[src/rtl/demux_stream_1xn_if.sv]
// Stream bundle between one producer, the 1-to-N demux and its N consumers.
// The slave modport is the demux's view; the master modport is the environment's view.
interface demux_stream_1xn_if #(
  parameter int N_OUT  = 4,
  parameter int DATA_W = 8,
  parameter int SEL_W  = 2,
  parameter int CNT_W  = 8
);
  logic                      flush;
  logic [DATA_W-1:0]         in_data;
  logic [SEL_W-1:0]          in_sel;
  logic                      in_valid;
  logic                      in_ready;
  logic [N_OUT*DATA_W-1:0]   out_data;
  logic [N_OUT-1:0]          out_valid;
  logic [N_OUT-1:0]          out_ready;
  logic                      sel_err;
  logic [CNT_W-1:0]          drop_cnt;

  modport master (
    output flush, in_data, in_sel, in_valid, out_ready,
    input  in_ready, out_data, out_valid, sel_err, drop_cnt
  );

  modport slave (
    input  flush, in_data, in_sel, in_valid, out_ready,
    output in_ready, out_data, out_valid, sel_err, drop_cnt
  );
endinterface

[src/rtl/demux_stream_1xn.sv]
// 1-to-N valid/ready stream demux with a one-entry holding slot per output,
// synchronous flush and out-of-range select dropping with a saturating counter.
module demux_stream_1xn #(
  parameter int N_OUT  = 4,
  parameter int DATA_W = 8,
  parameter int SEL_W  = 2,
  parameter int CNT_W  = 8
) (
  input  logic                clk,
  input  logic                rst,
  demux_stream_1xn_if.slave   bus
);

  logic [N_OUT-1:0]        valid_r;
  logic [N_OUT*DATA_W-1:0] data_r;
  logic                    sel_err_r;
  logic [CNT_W-1:0]        drop_cnt_r;

  logic [N_OUT-1:0]        hit_s;
  logic [N_OUT-1:0]        drain_s;
  logic [N_OUT-1:0]        load_s;
  logic                    sel_ok_s;
  logic                    slot_free_s;
  logic                    in_ready_s;
  logic                    accept_s;
  logic                    drop_s;

  // Decode select, decide acceptance; a slot being drained this cycle can take a new beat.
  always_comb begin
    hit_s = '0;
    for (int k = 0; k < N_OUT; k++) begin
      hit_s[k] = (bus.in_sel == SEL_W'(k));
    end
    drain_s     = valid_r & bus.out_ready;
    sel_ok_s    = |hit_s;
    slot_free_s = |(hit_s & (~valid_r | bus.out_ready));
    in_ready_s  = ~bus.flush & (sel_ok_s ? slot_free_s : 1'b1);
    accept_s    = bus.in_valid & in_ready_s;
    load_s      = hit_s & {N_OUT{accept_s}};
    drop_s      = accept_s & ~sel_ok_s;
  end

  // Per-channel slot occupancy.
  always_ff @(posedge clk or posedge rst) begin
    if (rst) begin
      valid_r <= '0;
    end else if (bus.flush) begin
      valid_r <= '0;
    end else begin
      valid_r <= (valid_r & ~drain_s) | load_s;
    end
  end

  // Per-channel payload; flush leaves stale data in place since valid already hides it.
  always_ff @(posedge clk or posedge rst) begin
    if (rst) begin
      data_r <= '0;
    end else if (!bus.flush) begin
      for (int k = 0; k < N_OUT; k++) begin
        if (load_s[k]) begin
          data_r[k*DATA_W +: DATA_W] <= bus.in_data;
        end
      end
    end
  end

  // Drop reporting: single-cycle error pulse and saturating drop counter.
  always_ff @(posedge clk or posedge rst) begin
    if (rst) begin
      sel_err_r  <= 1'b0;
      drop_cnt_r <= '0;
    end else if (bus.flush) begin
      sel_err_r  <= 1'b0;
      drop_cnt_r <= '0;
    end else begin
      sel_err_r <= drop_s;
      if (drop_s && (drop_cnt_r != {CNT_W{1'b1}})) begin
        drop_cnt_r <= drop_cnt_r + CNT_W'(1);
      end
    end
  end

  assign bus.in_ready  = in_ready_s;
  assign bus.out_valid = valid_r;
  assign bus.out_data  = data_r;
  assign bus.sel_err   = sel_err_r;
  assign bus.drop_cnt  = drop_cnt_r;

endmodule

[src/flat_wrapper.sv]
// flat-port wrapper written by rule: the top's interface ports become plain ports
module demux_stream_1xn_flat 
#(
  parameter int N_OUT  = 4,
  parameter int DATA_W = 8,
  parameter int SEL_W  = 2,
  parameter int CNT_W  = 8
)
  (clk, rst, bus_flush, bus_in_data, bus_in_sel, bus_in_valid, bus_out_ready, bus_in_ready, bus_out_data, bus_out_valid, bus_sel_err, bus_drop_cnt);
  demux_stream_1xn_if #(.N_OUT(N_OUT), .DATA_W(DATA_W), .SEL_W(SEL_W), .CNT_W(CNT_W)) bus_i ();
  input  logic clk;
  input  logic rst;
  input wire logic [$bits(bus_i.flush)-1:0] bus_flush;
  input wire logic [$bits(bus_i.in_data)-1:0] bus_in_data;
  input wire logic [$bits(bus_i.in_sel)-1:0] bus_in_sel;
  input wire logic [$bits(bus_i.in_valid)-1:0] bus_in_valid;
  input wire logic [$bits(bus_i.out_ready)-1:0] bus_out_ready;
  output wire logic [$bits(bus_i.in_ready)-1:0] bus_in_ready;
  output wire logic [$bits(bus_i.out_data)-1:0] bus_out_data;
  output wire logic [$bits(bus_i.out_valid)-1:0] bus_out_valid;
  output wire logic [$bits(bus_i.sel_err)-1:0] bus_sel_err;
  output wire logic [$bits(bus_i.drop_cnt)-1:0] bus_drop_cnt;
  assign bus_i.flush = bus_flush;
  assign bus_i.in_data = bus_in_data;
  assign bus_i.in_sel = bus_in_sel;
  assign bus_i.in_valid = bus_in_valid;
  assign bus_i.out_ready = bus_out_ready;
  assign bus_in_ready = bus_i.in_ready;
  assign bus_out_data = bus_i.out_data;
  assign bus_out_valid = bus_i.out_valid;
  assign bus_sel_err = bus_i.sel_err;
  assign bus_drop_cnt = bus_i.drop_cnt;
  demux_stream_1xn #(.N_OUT(N_OUT), .DATA_W(DATA_W), .SEL_W(SEL_W), .CNT_W(CNT_W)) u_core (.clk(clk), .rst(rst), .bus(bus_i));
endmodule
[config.mk]
export PLATFORM = sky130hd
export DESIGN_NAME = demux_stream_1xn_flat
export DESIGN_NICKNAME = d
export VERILOG_FILES = /design/src/rtl/demux_stream_1xn_if.sv /design/src/rtl/demux_stream_1xn.sv /design/src/flat_wrapper.sv
export SDC_FILE = /design/constraint.sdc
export NUM_CORES = 1
export LEC_CHECK = 0
export ABC_AREA = 1
export CORE_AREA = 5 5 71 73
export CTS_BUF_LIST = sky130_fd_sc_hd__clkbuf_8
export DETAILED_ROUTE_END_ITERATION = 12
export DIE_AREA = 0 0 76 78
export GPL_TIMING_DRIVEN = 0
export PLACE_DENSITY_LB_ADDON = 0.12
export SYNTH_ARGS = -nofsm -noshare
export SYNTH_HDL_FRONTEND = slang
export SYNTH_SLANG_ARGS = --single-unit
[constraint.sdc]
create_clock -name clk -period 4.5 [get_ports clk]
set_input_delay 1.125 -clock clk [delete_from_list [all_inputs] [get_ports clk]]
set_output_delay 1.125 -clock clk [all_outputs]
set_load 0.005 [all_outputs]
==> metrics.cfg <==
[clocking]
clk_path_buf_depth = 2
cts-resized-gates = 0
numCtsBuffers = 5
worstSkewPairLatency_ns = 0.30
cts_setup_buffers = 0
cts_max_level = 2
cts_tree = built
clk_pin_slew_ns = 0.08
cts-root-buf = clkbuf_8
cts.sinks = 45
cts_hold_buf = 0

[global_routing]
grt_use_total_pct = 16.49
grt_pass1_wl_um = 7872
grt_max_degree = 25
antenna_found_initial = 0
overflow = 0
grt_pass1_vias = 1500

[timing]
finClkSkew_ns = 0.006561
rsz0062_at_grt = no
setup_tns_ns = 0
fin_ws_ns = 0.1855
slew_headroom_pct = 66.41
setup_viol = 0
timing.fmax_mhz = 231.8
hold_slack_ns = 0.4722
tightest_slew_ns = 0.5031
final-hold-violation-count = 0
period_share_pct = 95.88
drv_slew = 0
fin_crit_ns = 4.315

[die]
die_y_um = 78
die_area_um2 = 5928
core_area_um2 = 4294
fp-row-count = 24
die_x_um = 76
initial_core_util_pct = 43.79
ios = 64

[worst_setup_path]
cp_data_required_time_ns = 3.38
worstPathArrival_ns = 3.19
r2r-start = u_core.bus.out_valid[1]
reg2reg_slack_ns = 3.16
start_kind = primary input
endpoint_kind = primary output
r2r_cells = 8
path_max_fanout = 10
critical_path_class = primary input to primary output
rr_endpoint = u_core.bus.out_data[5]

[yosys]
synth_area_leaders = dfrtp_1 60%, nand2_1 15%, nand4_1 11%
yosysWarnings = 0
yosysUniqueCellTypes = 14
syn_avg_cell_area_um2 = 9.310
synth_area_um2 = 1881
yosysTopAreaCellShare_pct = 59.88
ys_ff_latch = 45
netlist_instances = 202
post-synth-top-area-cell = dfrtp_1
syn_nets = 220
yosysSeqAreaShare_pct = 59.88

[worst_hold_path]
worstHoldPathCells = 2
min_path_type = flop to flop
min_from = u_core.bus.out_data[27]
hold_end = u_core.bus.out_data[27]

[power_and_ir_drop]
leakage_nw = 1.316
ir_drop_mv = 0.2177
power.density_nw_per_um2 = 377.0
total_power_mw = 1.009

[finish]
layout.cells.non_filler = 325
nets = 290
drive_above_1_share_pct = 7.692
n_antenna_cell = 0
syn2layout_area_growth_pct = 42.32

[route]
vias = 1578
detail_route.vias_per_cell = 4.855
ant_nets = 0
wirelength_um = 4653
first_iter_violations = 150
drc = 0
drtPass1Iterations = 4
wire_per_inst_um = 14.32

[placed_design]
io_buffers = 62
gp_congestion = 0.7420
post-place-ws_ns = 0.1803
dp_hpwl_um = 3406
place_inst = 317

[job]
cap_violations = 0

[outcome]
status = complete, no violations

-- synth_stat cells --
| master | number |
|---|---|
| buf_6 | 3 |
| clkbuf_1 | 5 |
| nand2_4 | 1 |
| inv_1 | 18 |
| nand4_1 | 32 |
| nor2_2 | 3 |
| conb_1 | 1 |
| clkinv_1 | 1 |
| nor2_1 | 9 |
| nand2_1 | 75 |
| a21oi_1 | 4 |
| nand4_2 | 4 |
| nor2_4 | 1 |
| dfrtp_1 | 45 |
-- worst max-delay path by stage --
stage / from / end / slack [ns] / depth (start not counted)
2_1_floorplan: bus_in_sel[0] / bus_in_ready / 1.47 / 7
3_3_place_gp: bus_in_sel[0] / bus_in_ready / 0.22 / 9
3_5_place_dp: bus_in_sel[1] / bus_in_ready / 0.18 / 9
4_1_cts: bus_in_sel[0] / bus_in_ready / 0.17 / 9
5_1_grt: bus_in_sel[1] / bus_in_ready / 0.005 / 9
6_report: bus_in_sel[0] / bus_in_ready / 0.19 / 9
-- kinds of logic (layout without fill, tap and decap cells) --
logic type / after synthesis / after routing / share of synthesized area [%]
AO/OA/AOI/OAI: 4 / 4 / 1.065
AND/OR/NAND/NOR: 125 / 125 / 32.27
flip-flops: 45 / 45 / 59.88
other: 1 / 1 / 0.1994
buffers and inverters: 27 / 98 / 6.586
-- power by group --
group	total [mW]	internal [mW]	leakage, nW	switching (mW)
registers	0.506	0.470	0.583	0.0358
clock network	0.237	0.105	0.0491	0.132
logic	0.266	0.159	0.684	0.107
-- worst max-delay path, stage by stage --
cell and delay (ns):
clkdlybuf4s50_1 0.55, inv_1 0.07, nor2_2 0.33, nand2_1 0.09, nand2_1 0.12, nor2_1 0.07, nor2_4 0.17, buf_6 0.16
clkdlybuf4s50_1 0.50
-- final cells by class --
class | instances | area [um2]
repair buffers | 63 | 648.1
multi-input cells | 130 | 630.6
plain buffers | 8 | 52.55
well taps | 52 | 65.06
flip-flops and latches | 45 | 1126
clock inverters | 3 | 13.76
fillers | 401 | 1618
clock buffers | 5 | 68.82
inverters | 19 | 71.32
-- through the flow --
stage / instance area (um2) / util (%)
6_report: 2676 / 62.33
3_5_place_dp: 2594 / 60.40
2_1_floorplan: 1881 / -
4_1_cts: 2676 / 62.33
3_3_place_gp: 2566 / 59.76
5_1_grt: 2676 / 62.33
-- registers in the layout, summed over array words and instances (netlist names) --
signal                flops
u_core.bus.out_data      32
u_core.bus.drop_cnt       8
u_core.bus.out_valid      4
u_core.bus.sel_err        1
-- cell usage in the layout, fill, tap and decap left out --
cell type and n:
nand4_2 4, a21oi_1 4, nand2_4 1, buf_6 3, nor2_1 9, buf_16 1
nor2_4 1, clkbuf_8 5, conb_1 1, inv_1 18, clkdlybuf4s50_1 62, clkinv_2 2
clkbuf_1 5, nand4_1 32, clkinv_1 1, inv_2 1, nand2_1 75, dfrtp_1 45
nor2_2 3
-- per-layer routing --
| layer | global-route usage [%] | vias up | share of wire (%) |
|---|---|---|---|
| li1 | - | 801 | - |
| met1 | 22.97 | 717 | 44 |
| met2 | 25.09 | 52 | 47 |
| met3 | 4.977 | 8 | 8.0 |
| met4 | 4.270 | 0 | 1.2 |
| met5 | 0 | - | 0 |
Power figures use the tool's default switching activity.
==> edit 1: new RTL, config.mk and constraints unchanged <==
`DATA_W` is set to 8 in 3 places; all go to 6.
--- a/src/rtl/demux_stream_1xn_if.sv
+++ b/src/rtl/demux_stream_1xn_if.sv
@@ -2,7 +2,7 @@
 // The slave modport is the demux's view; the master modport is the environment's view.
 interface demux_stream_1xn_if #(
   parameter int N_OUT  = 4,
-  parameter int DATA_W = 8,
+  parameter int DATA_W = 6,
   parameter int SEL_W  = 2,
   parameter int CNT_W  = 8
 );
--- a/src/rtl/demux_stream_1xn.sv
+++ b/src/rtl/demux_stream_1xn.sv
@@ -2,7 +2,7 @@
 // synchronous flush and out-of-range select dropping with a saturating counter.
 module demux_stream_1xn #(
   parameter int N_OUT  = 4,
-  parameter int DATA_W = 8,
+  parameter int DATA_W = 6,
   parameter int SEL_W  = 2,
   parameter int CNT_W  = 8
 ) (
--- a/src/flat_wrapper.sv
+++ b/src/flat_wrapper.sv
@@ -2,7 +2,7 @@
 module demux_stream_1xn_flat 
 #(
   parameter int N_OUT  = 4,
-  parameter int DATA_W = 8,
+  parameter int DATA_W = 6,
   parameter int SEL_W  = 2,
   parameter int CNT_W  = 8
 )
Interface: changed (resized bus_in_data and bus_out_data); port bits go from 64 to 54. The function was not compared with the original's and may differ.
==> edit 1 against the unedited design <==
Synthesized area is 16% lower; combinational power fell by 21%; final area is 16% lower; critical path depth down 1; total power shrank 18%; synthesized cell count fell by 17%; routed wire length shrank 13%; sequential cell count is 8 lower; setup slack improved by 0.074 ns.
==> edit 1: results (changes against the unedited design) <==
| Metric | Value |
|---|---|
| Sequential area share after synthesis | 58.41% (-1.5 points) |
| Routed vias/inst | 4.750 (-2.2%) |
| Placed cell areas | 0.002171 mm² (-16%) |
| Synth unique cells | 17 (+3) |
| Leakage Power | 1.101 nW (-16%) |
| Mapped Nets | 184 (-16%) |
| Drt total wl | 4035 µm (-13%) |
| Worst setup path startpoint | bus_in_sel[1] |
| Critical Path AT | 3.12 ns (-0.07 ns) |
| Routability cong. | 0.7893 (+6.4%) |
| Critical R2R Capture | u_core.bus.out_data[3] |
| Status | complete, no violations |
| Final hold slack | 0.4665 ns (-0.005766 ns) |
| Tightest Pin Transition | 0.7543 ns (+0.2512 ns) |
| TritonCTS buffer count | 5 (unchanged) |
| Clk_skew | 0.007688 ns (+0.001127 ns) |
| GRT Total Usage | 14.23% (-2.3 points) |
| Peak VDD IR | 0.1576 mV (-28%) |
| Clk slew on worst S/H paths | 0.06 ns (-0.02 ns) |
| Largest register FFs | 24 (-25%) |
| Share of cells above drive strength 1 | 10.96% (+3.3 points) |
| Commonest cells post-synth | nand2_1 (57), dfrtp_1 (37), nand4_1 (24) |
| Avg Inst Size Synth | 9.436 µm² (+1.4%) |
| Synth Area in Compound Gates | 1.263% (+0.20 points) |
| Initial DRC count | 195 (+30%) |
| Initial antenna violation count | 0 (unchanged) |
| Crit-path max FO | 10 (unchanged) |
| Port Buffers | 52 (-16%) |
| DP Cell Count | 272 (-14%) |
| Dominant cells by area after synthesis | dfrtp_1 (58%), nand2_1 (13%), nand4_1 (9.5%) |
| First-pass GRT wire length | 6706 µm (-15%) |
| Later-pin clock latency in the skew report | 0.29 ns |
| Final net count | 243 (-16%) |
| Ys Warns | 0 (unchanged) |
| Pre-CTS setup slack | 0.2899 ns (+0.1095 ns) |
| Cell Count, Final, Fillers Out | 280 (-14%) |
| Number of global-route vias before repair | 1326 (-12%) |
| Endpoint, Worst Hold | u_core.bus.out_data[13] |
| Post-DP HPWL | 2944 µm (-14%) |
[edit 1: metal layers]
metal | GRT usage [%] | vias up | part of all wire (%)
li1 | - | 660 | -
met1 | 17.01 | 623 | 44
met2 | 22.52 | 39 | 47
met3 | 4.977 | 8 | 6.7
met4 | 7.473 | 0 | 2.3
met5 | 0 | - | 0
[edit 1: worst max-delay path by stage]
stage	to	slack, ns
after global placement	bus_in_ready	0.27
final	bus_in_ready	0.26
after detailed placement	bus_in_ready	0.29
after floorplan	bus_in_ready	1.52
after CTS	bus_in_ready	0.28
after global routing	bus_in_ready	0.20
[edit 1: cells by family after synthesis]
| family | count (synthesis) |
|---|---|
| DFF | 37 |
| and+or+nand+nor | 101 |
| buffers and inverters | 25 |
| other | 1 |
| AOI/OAI and AO/OA | 4 |
[edit 1: report_power, final]
group | leakage [nW] | switching [W] | internal [W] | total [W]
clock network | 0.0519 | 0.000107 | 0.000103 | 0.000210
registers | 0.482 | 0.0000268 | 0.000383 | 0.000409
logic | 0.567 | 0.0000871 | 0.000122 | 0.000209
[edit 1: final cells by class]
cell class | instances | area, µm²
fill | 410 | 2043
tap | 52 | 65.06
clock buffer | 5 | 68.82
clock inverter | 3 | 11.26
sequential | 37 | 925.9
inverter | 19 | 71.32
multi-input combinational | 106 | 546.8
buffer | 6 | 41.29
timing repair buffer | 52 | 520.5
[edit 1: critical path: stages]
cell	delay [ns]
clkdlybuf4s50_1	0.54
nor2_2	0.36
nand2_1	0.11
nand2_2	0.10
nor2_2	0.05
nor2_4	0.16
buf_6	0.16
clkdlybuf4s50_1	0.50
==> edit 2: new RTL, config.mk and constraints unchanged <==
Made on the original files. Reset style: synchronous (`rst`), changed in 3 clocked blocks.
--- a/src/rtl/demux_stream_1xn.sv
+++ b/src/rtl/demux_stream_1xn.sv
@@ -41,7 +41,7 @@
   end
 
   // Per-channel slot occupancy.
-  always_ff @(posedge clk or posedge rst) begin
+  always_ff @(posedge clk) begin
     if (rst) begin
       valid_r <= '0;
     end else if (bus.flush) begin
@@ -52,7 +52,7 @@
   end
 
   // Per-channel payload; flush leaves stale data in place since valid already hides it.
-  always_ff @(posedge clk or posedge rst) begin
+  always_ff @(posedge clk) begin
     if (rst) begin
       data_r <= '0;
     end else if (!bus.flush) begin
@@ -65,7 +65,7 @@
   end
 
   // Drop reporting: single-cycle error pulse and saturating drop counter.
-  always_ff @(posedge clk or posedge rst) begin
+  always_ff @(posedge clk) begin
     if (rst) begin
       sel_err_r  <= 1'b0;
       drop_cnt_r <= '0;
Formal check against the unedited RTL: differs if rst is asserted again (counterexample within 4 cycles, from zero or initial values and one cycle with rst high); with rst held inactive, the same outputs for 10 cycles.
==> edit 2 against the unedited design <==
Final area rose by 7.2%; sequential cell count did not move; sequential share of layout area down 11 points; routed wire length up 4.3%; setup slack improved by 0.012 ns; critical path type unchanged; synthesized area rose by 9.0%.
Power is not compared: it rests on default switching activity, and its combinational part moved more than twofold at a synthesized area within 25%.
==> edit 2: results (changes against the unedited design) <==
| Metric | Value |
|---|---|
| ANT cells | 0 (unchanged) |
| Crit-path max FO | 10 (unchanged) |
| Worst hold path class | reg -> reg |
| Met3 wire len | 405 µm (+8.3%) |
| Commonest cells post-synth | inv_1 (89), nand2_1 (76), dfxtp_1 (45) |
| Mapped Nets | 328 (+49%) |
| Ys Warns | 0 (unchanged) |
| Later-pin clock latency in the skew report | 0.30 ns (about the same) |
| # H-tree levels | 2 (unchanged) |
| Synth Area in XOR/XNOR | 0% (unchanged) |
| Dominant cells by area after synthesis | dfxtp_1 (44%), inv_1 (16%), nand2_1 (14%) |
| Clk slew on worst S/H paths | 0.08 ns (about the same) |
| Top Layer Used | met4 |
| Pin count of the biggest net entering global routing | 15 (-40%) |
| Port Buffers | 62 (unchanged) |
| Critical Path AT | 3.18 ns (about the same) |
| Drt total wl | 4852 µm (+4.3%) |
| Clock Root Buffer | clkbuf_8 |
| Post-synthesis mux area share | 0% (unchanged) |
| Clk_skew | 0.009361 ns (+0.002800 ns) |
| Adder-Cell Fraction of Synth Area | 0% (unchanged) |
| Number of global-route vias before repair | 1936 (+29%) |
| Share of cells above drive strength 1 | 5.526% (-2.2 points) |
| Routability cong. | 0.8386 (+13%) |
| Synth unique cells | 16 (+2) |
| Met2 WL post-DR | 2293 µm (+5.6%) |
| GRT Total Usage | 17.11% (+0.62 points) |
| Asr flop ratio synth | 0% (-100 points) |
| CP max stage cell | clkdlybuf4s50_1 |
| Max incr delay on CP | ~0.56 ns |
| Placed cell areas | 0.002736 mm² (+5.5%) |
| Pre-antenna DRT Iters | 4 (unchanged) |
| Post-CTS Setup Repair Bufs | 0 (unchanged) |
| Final net count | 397 (+37%) |
| Maximum root-to-sink buffer count | 2 (unchanged) |
| Routed vias/inst | 4.454 (-8.3%) |
| Met1 wire length | 2091 µm (+2.1%) |
| Post-DP HPWL | 3673 µm (+7.8%) |
| Largest register FFs | 32 (unchanged) |
| CTS resizes | 0 (unchanged) |
| Post-synth top flop | dfxtp_1 |
| Initial DRC count | 108 (-28%) |
| First-pass GRT wire length | 8411 µm (+6.8%) |
| Leakage Power | approximately 1.3 nW |
| Sequential area share after synthesis | 43.93% (-16 points) |
| Peak VDD IR | approximately 0.24 mV |
| Status | complete, no violations |
| Synth Area in Compound Gates | 0.9762% (-0.088 points) |
| TritonCTS buffer count | 5 (unchanged) |
| Initial antenna violation count | 0 (unchanged) |
## edit 2: metal layers
layer  GRT usage (%)  vias to the layer above
li1                -                     1044
met1           20.57                      814
met2           28.85                       60
met3           6.019                        6
met4           4.804                        0
met5               0                        -
## edit 2: critical path, delay by kind of cell
family / cells / cell delay (ns)
buffers and inverters: 4 / 1.33
and+or+nand+nor: 5 / 0.71
## edit 2: final timing paths
| check | start | to | slack, ns | cells past startpoint |
|---|---|---|---|---|
| max | bus_in_sel[1] | bus_in_ready | 0.20 | 9 |
| min | u_core.bus.drop_cnt[7] | u_core.bus.drop_cnt[7] | 0.43 | 2 |
| max reg2reg | u_core.bus.out_valid[2] | u_core.bus.out_data[8] | 3.18 | 9 |
| min reg2reg | u_core.bus.drop_cnt[7] | u_core.bus.drop_cnt[7] | 0.43 | 2 |
## edit 2: per-stage QoR
stage / worst slack [ns] / instances / power, W
after floorplan: 1.472 / 310 / 0.0004832
after global placement: 0.2519 / 424 / 0.0005326
after detailed placement: 0.2198 / 424 / 0.0005336
after CTS: 0.2104 / 432 / 0.0008880
after global routing: 0.05702 / 432 / 0.0009179
final: 0.1975 / 432 / 0.0008794
## edit 2: where the power goes
| group | switching (W) | internal (W) | leakage, nW | total [W] |
|---|---|---|---|---|
| Sequential | 0.00000434 | 0.000407 | 0.365 | 0.000412 |
| Clock | 0.000135 | 0.000220 | 0.0681 | 0.000355 |
| Combinational | 0.0000614 | 0.0000508 | 0.902 | 0.000112 |
| Total | 0.000201 | 0.000679 | 1.33 | 0.000879 |
## edit 2: layout make-up
class,instances,area (µm²)
Clock buffer,5,68.82
Fill cell,400,1424
Sequential cell,45,900.9
Buffer,11,53.80
Inverter,91,341.6
Clock inverter,3,65.06
Tap cell,52,65.06
Multi-Input combinational cell,163,754.5
Timing Repair Buffer,62,620.6
